## src/rtl/desvio_pkg.sv

```systemverilog
// Shared opcodes and FSM state encoding for the next-PC unit.
package desvio_pkg;

   localparam logic [2:0] OP_INC  = 3'b000;
   localparam logic [2:0] OP_BEQ  = 3'b001;
   localparam logic [2:0] OP_BNE  = 3'b010;
   localparam logic [2:0] OP_JMP  = 3'b011;
   localparam logic [2:0] OP_CALL = 3'b100;
   localparam logic [2:0] OP_RET  = 3'b101;
   localparam logic [2:0] OP_HALT = 3'b110;
   localparam logic [2:0] OP_HOLD = 3'b111;

   typedef enum logic {RUN, HALTED} estado_t;

endpackage

```

## src/rtl/pilha_retorno.sv

```systemverilog
// Return-address LIFO; only the stack pointer is reset, entries above sp are never read.
// Push on full / pop on empty are ignored so sp stays within 0..RAS_DEPTH.
module pilha_retorno
   import desvio_pkg::*;
#(
   parameter int ADDR_W    = 32,
   parameter int RAS_DEPTH = 8
) (
   input  logic              clock,
   input  logic              Reset,
   input  logic              push_i,
   input  logic              pop_i,
   input  logic [ADDR_W-1:0] dado_i,
   output logic [ADDR_W-1:0] topo_o,
   output logic              vazia_o,
   output logic              cheia_o
);

   localparam int SP_W  = $clog2(RAS_DEPTH + 1);
   localparam int IDX_W = (RAS_DEPTH > 1) ? $clog2(RAS_DEPTH) : 1;

   logic [ADDR_W-1:0] mem_q [RAS_DEPTH];
   logic [SP_W-1:0]   sp_q;
   logic [IDX_W-1:0]  wr_idx;
   logic [IDX_W-1:0]  rd_idx;

   assign wr_idx  = IDX_W'(sp_q);
   assign rd_idx  = IDX_W'(sp_q - 1'b1);
   assign topo_o  = mem_q[rd_idx];
   assign vazia_o = (sp_q == '0);
   assign cheia_o = (sp_q == SP_W'(RAS_DEPTH));

   always_ff @(posedge clock) begin
      if (push_i && !cheia_o) begin
         mem_q[wr_idx] <= dado_i;
      end
   end

   always_ff @(posedge clock) begin
      if (Reset) begin
         sp_q <= '0;
      end else if (push_i && !cheia_o) begin
         sp_q <= sp_q + 1'b1;
      end else if (pop_i && !vazia_o) begin
         sp_q <= sp_q - 1'b1;
      end
   end

endmodule

```

## src/rtl/unidade_desvio_pilha.sv

```systemverilog
// Next-PC unit: registered PC, branch/jump/call/return selection, halt/resume FSM, sticky stack errors.
// One-cycle latency from command to saida; habilita=0 freezes every piece of state.
module unidade_desvio_pilha
   import desvio_pkg::*;
#(
   parameter int                ADDR_W       = 32,
   parameter int                RAS_DEPTH    = 8,
   parameter logic [ADDR_W-1:0] RESET_VECTOR = '0
) (
   input  logic              clock,
   input  logic              Reset,
   input  logic              habilita,
   input  logic [2:0]        comando,
   input  logic              ZeroFlag,
   input  logic [ADDR_W-1:0] imediato,
   input  logic [ADDR_W-1:0] saidaULA,
   input  logic              continuar,
   output logic [ADDR_W-1:0] saida,
   output logic              parado,
   output logic              pilha_vazia,
   output logic              pilha_cheia,
   output logic              erro_estouro,
   output logic              erro_vazio
);

   estado_t           estado_q;
   logic [ADDR_W-1:0] pc_q;
   logic [ADDR_W-1:0] pc_inc;
   logic [ADDR_W-1:0] topo;
   logic              parado_q;
   logic              erro_estouro_q;
   logic              erro_vazio_q;
   logic              ativo;
   logic              push;
   logic              pop;

   assign pc_inc = pc_q + 1'b1;
   assign ativo  = habilita && (estado_q == RUN);
   assign push   = ativo && (comando == OP_CALL) && !pilha_cheia;
   assign pop    = ativo && (comando == OP_RET) && !pilha_vazia;

   pilha_retorno #(
      .ADDR_W    (ADDR_W),
      .RAS_DEPTH (RAS_DEPTH)
   ) u_pilha (
      .clock   (clock),
      .Reset   (Reset),
      .push_i  (push),
      .pop_i   (pop),
      .dado_i  (pc_inc),
      .topo_o  (topo),
      .vazia_o (pilha_vazia),
      .cheia_o (pilha_cheia)
   );

   always_ff @(posedge clock) begin
      if (Reset) begin
         pc_q           <= RESET_VECTOR;
         estado_q       <= RUN;
         parado_q       <= 1'b0;
         erro_estouro_q <= 1'b0;
         erro_vazio_q   <= 1'b0;
      end else if (habilita) begin
         case (estado_q)
            RUN: begin
               case (comando)
                  OP_INC:  pc_q <= pc_inc;
                  OP_BEQ:  pc_q <= ZeroFlag ? imediato : pc_inc;
                  OP_BNE:  pc_q <= ZeroFlag ? pc_inc : imediato;
                  OP_JMP:  pc_q <= saidaULA;
                  OP_CALL: begin
                     // The jump is taken even when the push is dropped.
                     pc_q <= imediato;
                     if (pilha_cheia) erro_estouro_q <= 1'b1;
                  end
                  OP_RET: begin
                     if (pilha_vazia) begin
                        erro_vazio_q <= 1'b1;
                        pc_q         <= pc_inc;
                     end else begin
                        pc_q <= topo;
                     end
                  end
                  OP_HALT: begin
                     estado_q <= HALTED;
                     parado_q <= 1'b1;
                  end
                  default: ;
               endcase
            end
            HALTED: begin
               if (continuar) begin
                  estado_q <= RUN;
                  parado_q <= 1'b0;
                  pc_q     <= pc_inc;
               end
            end
            default: estado_q <= RUN;
         endcase
      end
   end

   assign saida        = pc_q;
   assign parado       = parado_q;
   assign erro_estouro = erro_estouro_q;
   assign erro_vazio   = erro_vazio_q;

endmodule

```

## config.mk

```make
export PLATFORM = sky130hd
export DESIGN_NAME = unidade_desvio_pilha
export DESIGN_NICKNAME = d
export VERILOG_FILES = /design/src/rtl/desvio_pkg.sv /design/src/rtl/pilha_retorno.sv /design/src/rtl/unidade_desvio_pilha.sv
export SDC_FILE = /design/constraint.sdc
export NUM_CORES = 1
export LEC_CHECK = 0
export CAP_MARGIN = 20
export CELL_PAD_IN_SITES_DETAIL_PLACEMENT = 1
export CELL_PAD_IN_SITES_GLOBAL_PLACEMENT = 1
export CORE_UTILIZATION = 49
export CTS_BUF_LIST = sky130_fd_sc_hd__clkbuf_4 sky130_fd_sc_hd__clkbuf_8 sky130_fd_sc_hd__clkbuf_16
export DETAILED_ROUTE_END_ITERATION = 8
export PLACE_DENSITY = 0.79
export SLEW_MARGIN = 20
export SYNTH_ARGS = -nofsm -noshare
export SYNTH_HDL_FRONTEND = slang
export SYNTH_SLANG_ARGS = --single-unit
```

## constraint.sdc

```tcl
create_clock -name clock -period 7.1 [get_ports clock]
set_clock_uncertainty 0.15 [all_clocks]
set_input_delay 0.71 -clock clock [delete_from_list [all_inputs] [get_ports clock]]
set_output_delay 0.71 -clock clock [all_outputs]
set_load 0.005 [all_outputs]
```

==> results of run 1 <==
==> cells in the final DEF, fill, tap and decap left out, types with 4 or more instances in the layout <==
cell,count
a222oi_1,16
xnor2_1,17
o22ai_1,18
nor4_1,7
and3_1,4
and4_1,4
dfxtp_1,39
clkinvlp_4,4
a22oi_1,22
clkbuf_16,34
a21o_1,5
and3b_1,4
clkbuf_4,5
inv_1,8
a221o_1,4
nand2_1,99
a22o_1,7
mux4_2,64
clkbuf_8,4
nand3_1,19
nor2_1,43
xor2_1,19
nor3_1,14
buf_4,20
o21ai_0,31
a21oi_1,24
nand4_1,6
edfxtp_1,256
a221oi_1,7
clkinv_2,7
clkdlybuf4s50_1,107
and2_1,5
mux2i_1,9
==> metrics by stage <==
| step | utilization, % | power (mW) | instances |
|---|---|---|---|
| finish | 59.8 | 3.96 | 1344 |
| global route | 59.8 | 4.06 | 1344 |
| detailed placement | 55.6 | 2.31 | 1284 |
| global placement | 55.6 | 2.30 | 1284 |
| floorplan | - | 2.14 | 876 |
| CTS | 59.8 | 3.98 | 1344 |
==> flip-flops by register name, summed over array words and instances, names as in the netlist <==
name	count
parado	1
erro_vazio	1
u_pilha.mem_q	256
estado_q	1
u_pilha.sp_q	4
erro_estouro	1
saida	32
==> worst min path at each step <==
stage,startpoint,end,slack (ns),cells past startpoint
2_1_floorplan,erro_vazio,erro_vazio,0.31,2
5_1_grt,erro_estouro,erro_estouro,0.36,2
6_report,parado,parado,0.35,2
3_5_place_dp,erro_vazio,erro_vazio,0.34,2
3_3_place_gp,erro_vazio,erro_vazio,0.33,2
4_1_cts,erro_vazio,erro_vazio,0.36,2
==> power breakdown <==
part | switching (mW) | internal [mW] | total (mW)
sequential | 0.0391 | 1.91 | 1.95
clock | 0.701 | 0.982 | 1.68
combinational | 0.184 | 0.143 | 0.327
total | 0.925 | 3.04 | 3.96
==> layout make-up <==
| type | instances | area, sq um |
|---|---|---|
| repair buffers | 128 | 1230 |
| clock inverters | 17 | 131 |
| flip-flops and latches | 296 | 8490 |
| clock buffers | 43 | 943 |
| well taps | 335 | 419 |
| multi-input cells | 517 | 4340 |
| fillers | 2424 | 10500 |
| inverters | 8 | 30.0 |
==> routing by layer <==
metal  global-route usage, %  up-vias  wire length, microns
met1                    40.2     4496                 15200
met3                    6.28       98                  3640
met2                    48.9      481                 19600
li1                        -     3709                     -
met4                    12.0        0                  1400
met5                       0        -                     0
==> worst max-delay path, stage by stage, from the launching register on <==
cell     delay (ns)
dfxtp_4        0.95
inv_1          0.29
ha_2           0.37
and3b_1        0.26
nor3_1         0.45
nand2_1        0.36
nor3_4         0.78
buf_4          0.49
==> kinds of logic after synthesis <==
logic type      count (synthesis)  share of synthesized area (%)
compound gates                163                           8.81
xor+xnor                       38                           2.62
fa+ha+maj                       4                          0.385
buf+inv                        63                           2.08
flops                         296                           65.3
mux                            73                           11.8
simple gates                  239                           9.07
==> results.py, run 1 <==
metrics = {
    "logic_synthesis": {
        "synth-edff-count": 256,
        "netlist_instances": 876,
        "avgSynthCellArea_sq_um": 14.8,
        "synth_fp_nets": 952,
        "synthTopCellsByArea": "edfxtp_1, mux4_2, dfxtp_1",
        "ys_async_sr_fraction_pct": 0,
        "ys_warn_count": 0,
        "synth_top_cell_by_area": "edfxtp_1",
        "ys_seq_area_share_pct": 65.3,
        "yosysTopAreaCellShare_pct": 59.1,
        "yosysMostFrequentCell": "edfxtp_1",
        "synthFlopType": "edfxtp_1",
        "synth.ff_latch_count": 296,
        "synth_cell_types": 63,
        "synth_commonest_cells": "edfxtp_1, nand2_1, mux4_2",
        "syn-cell-area_sq_mm": 0.0130,
    },
    "timing": {
        "rsz0062_at_grt": "false",
        "tns_ns": 0,
        "slew_headroom_pct": 21.5,
        "tightest_slew_ns": 1.17,
        "fmax_mhz": 225,
        "maxSlewViolCount": 0,
        "holdWs_ns": 0.350,
        "finalCriticalPeriod_ns": 4.45,
        "finalCritPeriodShare_pct": 62.7,
        "setup_viol": 0,
        "final_hold_viol_count": 0,
        "fin_ws_ns": 2.65,
    },
    "critical_path": {
        "end_kind": "flop",
        "r2r_start": "u_pilha.sp_q[0]",
        "critPathKind": "reg -> reg",
        "required_ns": 7.11,
        "arrival_ns": 4.46,
        "r2r_slack_ns": 2.65,
        "worst-path-max-fanout": 44,
        "r2r-end": "u_pilha.mem_q[4][23]",
        "worst_setup_path_start_kind": "flop",
        "crit_start": "u_pilha.sp_q[0]",
        "critPathCapture": "u_pilha.mem_q[4][23]",
        "reg2reg_depth": 7,
    },
    "floorplanning": {
        "die_x_microns": 165,
        "dieArea_sq_mm": 0.0272,
        "coreArea_sq_mm": 0.0261,
        "die_h_microns": 165,
        "start_util_pct": 49.9,
        "ios": 109,
        "num_rows": 59,
    },
    "clock_tree": {
        "numCtsBuffers": 34,
        "root_buffer": "clkbuf_16",
        "h-tree-depth": 2,
        "cts_tree": "built",
        "ctsHoldBuffers": 0,
        "clk_latency_ns": 0.51,
        "clk_pin_slew_ns": 0.06,
        "cts_setup_buffers": 0,
        "cts.sinks": 296,
        "cts_buffer_depth": 3,
        "cts_repair_resize_count": 0,
    },
    "global_routing": {
        "grt_max_degree": 45,
        "grt_antenna_before_repair": 0,
        "gr-total-overflow": 0,
        "grt_pass1_vias": 9208,
        "grt_use_total_pct": 30.3,
        "grt_pass1_wl_microns": 58700,
    },
    "pwr": {
        "ir_drop_v": 0.000202,
        "p_leak_nw": 5.21,
        "powerDensity_mw_per_mm2": 254,
    },
    "hold_path": {
        "min_path_type": "reg -> reg",
    },
    "run_status": {
        "status": "finished clean",
    },
    "final_layout": {
        "area_growth_pct": 19.8,
        "drive_above_1_share_pct": 16.7,
        "design_area_sq_mm": 0.0156,
        "nets": 1061,
        "antenna_cells": 0,
    },
    "place": {
        "gp_congestion": 0.858,
        "io_buffers": 108,
        "placed_area_sq_mm": 0.0145,
        "dp_slack_ns": 2.53,
        "hpwl_microns": 25500,
    },
    "route": {
        "drc": 0,
        "post_drt_wl_per_cell_microns": 29.6,
        "via_count": 8784,
        "firstDrtPassIters": 6,
        "ant_nets": 0,
        "vias_per_cell": 6.54,
        "wirelength_microns": 39800,
        "drt_iter0_markers": 917,
    },
    "job": {
        "maxCapViolCount": 0,
    },
}
Power figures use the tool's default switching activity.
==> run 2, diff against run 1 <==
--- a/config.mk
+++ b/config.mk
@@ -8,10 +8,10 @@
 export CAP_MARGIN = 20
 export CELL_PAD_IN_SITES_DETAIL_PLACEMENT = 1
 export CELL_PAD_IN_SITES_GLOBAL_PLACEMENT = 1
-export CORE_UTILIZATION = 49
+export CORE_UTILIZATION = 44
 export CTS_BUF_LIST = sky130_fd_sc_hd__clkbuf_4 sky130_fd_sc_hd__clkbuf_8 sky130_fd_sc_hd__clkbuf_16
 export DETAILED_ROUTE_END_ITERATION = 8
-export PLACE_DENSITY = 0.79
+export PLACE_DENSITY = 0.75
 export SLEW_MARGIN = 20
 export SYNTH_ARGS = -nofsm -noshare
 export SYNTH_HDL_FRONTEND = slang
==> constraint.sdc (replaced) <==
create_clock -name clock -period 3.7 [get_ports clock]
set_clock_uncertainty 0.15 [all_clocks]
set_input_delay 0.37 -clock clock [delete_from_list [all_inputs] [get_ports clock]]
set_output_delay 0.37 -clock clock [all_outputs]
set_load 0.005 [all_outputs]
==> results.py, run 2 (synthesized netlist as in run 1, its figures left out) <==
metrics = {
    "run_status": {
        "status": "finished clean",
    },
    "floorplanning": {
        "die_x_microns": 174,
        "coreArea_sq_mm": 0.0289,
        "num_rows": 62,
        "dieArea_sq_mm": 0.0303,
        "ios": 109,
        "start_util_pct": 45.1,
        "die_h_microns": 174,
    },
    "timing": {
        "slew_headroom_pct": 37.1,
        "final_hold_viol_count": 0,
        "fmax_mhz": 312,
        "finalCriticalPeriod_ns": 3.20,
        "tns_ns": 0,
        "tightest_slew_ns": 0.936,
        "finalCritPeriodShare_pct": 86.6,
        "rsz0062_at_grt": "false",
        "maxSlewViolCount": 0,
        "setup_viol": 0,
    },
    "final_layout": {
        "largest_register": "u_pilha.mem_q",
        "regArea_sq_mm": 0.00849,
        "design_area_sq_mm": 0.0160,
        "final_cells": 1421,
        "largest_reg_flops": 256,
        "drive_above_1_share_pct": 18.9,
        "nets": 1089,
        "layout_commonest_cell": "edfxtp_1",
        "area_growth_pct": 23.0,
        "multi_input_area_sq_mm": 0.00436,
        "final_cell_mix": "edfxtp_1, clkdlybuf4s50_1, nand2_1, mux4_2, buf_4",
        "antenna_cells": 0,
        "fill_cells": 2779,
    },
    "global_routing": {
        "grt_pass1_wl_microns": 60200,
        "grt_use_total_pct": 27.2,
        "grt_pass1_vias": 9307,
        "gr-total-overflow": 0,
        "grt_max_degree": 69,
        "grt_antenna_before_repair": 1,
    },
    "route": {
        "via_count": 8939,
        "dr_wl_met3_microns": 3360,
        "vias_per_cell": 6.29,
        "drc": 0,
        "firstDrtPassIters": 7,
        "met2_length_microns": 19700,
        "top_layer": "met5",
        "ant_nets": 0,
        "wirelength_microns": 40800,
        "post_drt_wl_per_cell_microns": 28.7,
        "drt-met1-wl_microns": 16600,
        "drt_iter0_markers": 1081,
    },
    "clock_tree": {
        "clk_latency_ns": 0.58,
        "h-tree-depth": 1,
        "cts_tree": "built",
        "cts_buffer_depth": 3,
        "cts_repair_resize_count": 0,
        "root_buffer": "clkbuf_16",
        "clk_pin_slew_ns": 0.06,
        "cts.sinks": 296,
        "ctsHoldBuffers": 0,
        "numCtsBuffers": 31,
        "cts_setup_buffers": 0,
    },
    "critical_path": {
        "crit_path_max_incr_delay_ns": 0.54,
        "reg2reg_depth": 5,
        "critPathKind": "reg -> out",
        "crit_path_cell_trace": "inv_1 -> ha_2 -> or3b_2 -> inv_1 -> clkdlybuf4s50_1",
        "crit_path_top_delay_cell": "clkdlybuf4s50_1",
        "required_ns": 3.18,
        "r2r_slack_ns": 0.58,
        "end_kind": "output pin",
        "crit_top_cell": "inv_1",
        "worst-path-max-fanout": 8,
        "arrival_ns": 2.68,
        "worst_setup_path_start_kind": "flop",
    },
    "place": {
        "hpwl_microns": 26800,
        "place_inst": 1364,
        "io_buffers": 108,
        "placed_area_sq_mm": 0.0149,
        "gp_congestion": 0.817,
    },
    "pwr": {
        "powerDensity_mw_per_mm2": 481,
        "p_leak_nw": 5.40,
        "ir_drop_v": 0.000381,
    },
    "hold_path": {
        "min_delay_path_depth": 4,
        "min_path_type": "in -> reg",
    },
    "job": {
        "maxCapViolCount": 0,
    },
}
## run 2: stage by stage
stage | util, % | hold slack, ns | total power, mW | setup WS (ns)
after floorplan | - | 0.310 | 4.12 | 0.0197
after global placement | 51.7 | 0.330 | 4.44 | 0.748
after detailed placement | 51.7 | 0.349 | 4.46 | 0.649
after CTS | 55.5 | 0.0718 | 7.75 | 0.507
after global routing | 55.5 | 0.0972 | 7.90 | 0.376
final | 55.5 | 0.102 | 7.70 | 0.495
## run 2: final cells by class
| type | count | share of cell area (%) |
|---|---|---|
| Clock inverter | 18 | 1.48 |
| Inverter | 8 | 0.188 |
| Sequential cell | 296 | 53.1 |
| Tap cell | 384 | 3.00 |
| Timing Repair Buffer | 159 | 9.66 |
| Clock buffer | 39 | 5.34 |
| Multi-Input combinational cell | 517 | 27.3 |
## run 2: metal layers
layer | GRT usage, % | up-vias
met5 | 0 | -
met4 | 8.70 | 2
met3 | 3.94 | 75
met2 | 44.1 | 463
met1 | 37.9 | 4636
li1 | - | 3763
## run 2: path summary, 6_finish.rpt
| path | start | endpoint |
|---|---|---|
| worst max-delay path | u_pilha.sp_q[1] | pilha_vazia |
| worst min-delay path | Reset | saida[31] |
| worst max register to register | saida[2] | u_pilha.mem_q[0][31] |
| worst min register to register | erro_estouro | erro_estouro |
## run 2: where the power goes
group / total [mW] / switching, mW / leakage, nW / internal (mW)
sequential: 3.72 / 0.0580 / 2.72 / 3.67
clock: 3.31 / 1.32 / 0.546 / 1.99
combinational: 0.674 / 0.378 / 2.13 / 0.296
total: 7.70 / 1.75 / 5.40 / 5.95
## run 2: worst max-delay path, delay by kind of cell, from the launching register on
kind	cells	cell delay (ns)
buf+inv	3	0.86
simple gates	1	0.50
flops	1	0.43
fa+ha+maj	1	0.33
==> run 3, diff against run 2 <==
--- a/config.mk
+++ b/config.mk
@@ -8,6 +8,7 @@
 export CAP_MARGIN = 20
 export CELL_PAD_IN_SITES_DETAIL_PLACEMENT = 1
 export CELL_PAD_IN_SITES_GLOBAL_PLACEMENT = 1
+export CORE_MARGIN = 2
 export CORE_UTILIZATION = 44
 export CTS_BUF_LIST = sky130_fd_sc_hd__clkbuf_4 sky130_fd_sc_hd__clkbuf_8 sky130_fd_sc_hd__clkbuf_16
 export DETAILED_ROUTE_END_ITERATION = 8
==> results.py, run 3 (synthesized netlist as in run 1, its figures left out) <==
metrics = {
    "clock_tree": {
        "root_buffer": "clkbuf_16",
        "cts_tree": "built",
        "numCtsBuffers": 31,
        "clk_latency_ns": 0.58,
        "h-tree-depth": 1,
        "cts_repair_resize_count": 0,
        "cts.sinks": 296,
        "cts_setup_buffers": 0,
        "ctsHoldBuffers": 0,
        "cts_buffer_depth": 3,
        "clk_pin_slew_ns": 0.06,
    },
    "final_layout": {
        "final_cell_mix": "edfxtp_1, clkdlybuf4s50_1, nand2_1, mux4_2",
        "largest_register": "u_pilha.mem_q",
        "layout_commonest_cell": "edfxtp_1",
        "drive_above_1_share_pct": 19.1,
        "nets": 1087,
        "final_util_pct": 55.2,
        "area_growth_pct": 22.8,
        "antenna_cells": 0,
        "largest_reg_flops": 256,
    },
    "floorplanning": {
        "num_rows": 62,
        "die_x_microns": 176,
        "start_util_pct": 44.9,
        "ios": 109,
        "coreArea_sq_mm": 0.0289,
        "dieArea_sq_mm": 0.0310,
        "die_h_microns": 176,
    },
    "route": {
        "firstDrtPassIters": 7,
        "wirelength_microns": 39300,
        "via_count": 8725,
        "ant_nets": 0,
        "drc": 0,
        "post_drt_wl_per_cell_microns": 27.7,
        "drt_iter0_markers": 875,
        "vias_per_cell": 6.14,
    },
    "timing": {
        "finalCriticalPeriod_ns": 3.26,
        "maxSlewViolCount": 0,
        "tightest_slew_ns": 1.02,
        "rsz0062_at_grt": "false",
        "setup_viol": 0,
        "tns_ns": 0,
        "fmax_mhz": 307,
        "final_hold_viol_count": 0,
        "finalCritPeriodShare_pct": 88.1,
        "holdWs_ns": 0.0421,
        "slew_headroom_pct": 31.8,
        "fin_ws_ns": 0.439,
    },
    "critical_path": {
        "r2r_start": "saida[2]",
        "end_kind": "output pin",
        "worst-path-max-fanout": 8,
        "crit_start": "u_pilha.sp_q[1]",
        "reg2reg_depth": 6,
        "critPathKind": "reg -> out",
        "r2r_slack_ns": 0.53,
        "r2r-end": "u_pilha.mem_q[0][28]",
        "arrival_ns": 2.74,
        "required_ns": 3.18,
        "critPathCapture": "pilha_vazia",
        "worst_setup_path_start_kind": "flop",
    },
    "job": {
        "maxCapViolCount": 0,
    },
    "place": {
        "hpwl_microns": 26300,
        "gp_congestion": 0.871,
        "dp_slack_ns": 0.414,
        "io_buffers": 108,
    },
    "pwr": {
        "combPwrFrac_pct": 8.7,
        "p_clk_share_pct": 42.5,
        "switchingPower_mw": 1.72,
        "fin_total_pwr_mw": 7.62,
        "p_leak_nw": 5.39,
        "intPower_mw": 5.90,
        "p_seq_share_pct": 48.8,
        "switching_share_pct": 22.6,
        "ir_drop_v": 0.000398,
        "powerDensity_mw_per_mm2": 477,
    },
    "hold_path": {
        "min_path_type": "in -> reg",
    },
    "global_routing": {
        "gr-total-overflow": 0,
        "grt_max_degree": 69,
        "grt_pass1_wl_microns": 58700,
        "grt_pass1_vias": 9086,
        "grt_antenna_before_repair": 0,
        "grt_use_total_pct": 25.8,
    },
    "run_status": {
        "status": "finished clean",
    },
}
==> run 3: changes by cell type in the layout (fill, tap and decap cells not counted) <==
cell,delta
bufinv_16,-2
clkinv_1,-3
buf_4,-1
clkbuf_8,+5
clkinv_2,+3
clkinv_4,-1
buf_12,-1
clkinvlp_4,+1
clkbuf_4,-1
inv_6,-1
==> run 3: final cells by class <==
type                    instances  area, sq um
clock inverters                15          170
multi-input cells             517         4360
flip-flops and latches        296         8490
well taps                     384          480
fillers                      2725        13000
inverters                       8         30.0
repair buffers                157         1520
clock buffers                  43          916
==> run 3: per-layer routing <==
metal / track usage (%) / part of all wire [%] / vias up
met4: 7.54 / 2.5 / 0
met1: 35.7 / 41 / 4512
met3: 3.14 / 6.8 / 66
met5: 0 / 0 / -
li1: - / - / 3759
met2: 43.2 / 49 / 388
==> run 3: critical path: stages, from the launching register on <==
cell	delay, ns
dfxtp_1	0.43
inv_1	0.16
ha_2	0.36
or3b_2	0.50
inv_1	0.19
clkdlybuf4s50_1	0.53
==> run 3: how the worst min path moves through the flow <==
stage / startpoint / slack, ns / cells past startpoint / endpoint
floorplan: erro_vazio / 0.31 / 2 / erro_vazio
global placement: erro_estouro / 0.30 / 2 / erro_estouro
detailed placement: erro_vazio / 0.32 / 2 / erro_vazio
CTS: Reset / 0.02 / 4 / saida[13]
global route: Reset / 0.05 / 4 / saida[13]
finish: Reset / 0.04 / 4 / saida[13]
==> run 3: metrics by stage <==
stage	cells	instance area, sq um
2_1_floorplan	876	13100
3_3_place_gp	1362	14900
3_5_place_dp	1362	14900
4_1_cts	1420	16000
5_1_grt	1420	16000
6_report	1420	16000
==> run 3: power by group through the flow <==
| stage | logic, mW | clock network (mW) | registers, mW |
|---|---|---|---|
| final | 0.666 | 3.24 | 3.72 |
| after global routing | 0.707 | 3.40 | 3.72 |
| after CTS | 0.662 | 3.28 | 3.72 |
| after detailed placement | 0.657 | 0 | 3.79 |
| after global placement | 0.643 | 0 | 3.79 |
| after floorplan | 0.346 | 0 | 3.77 |
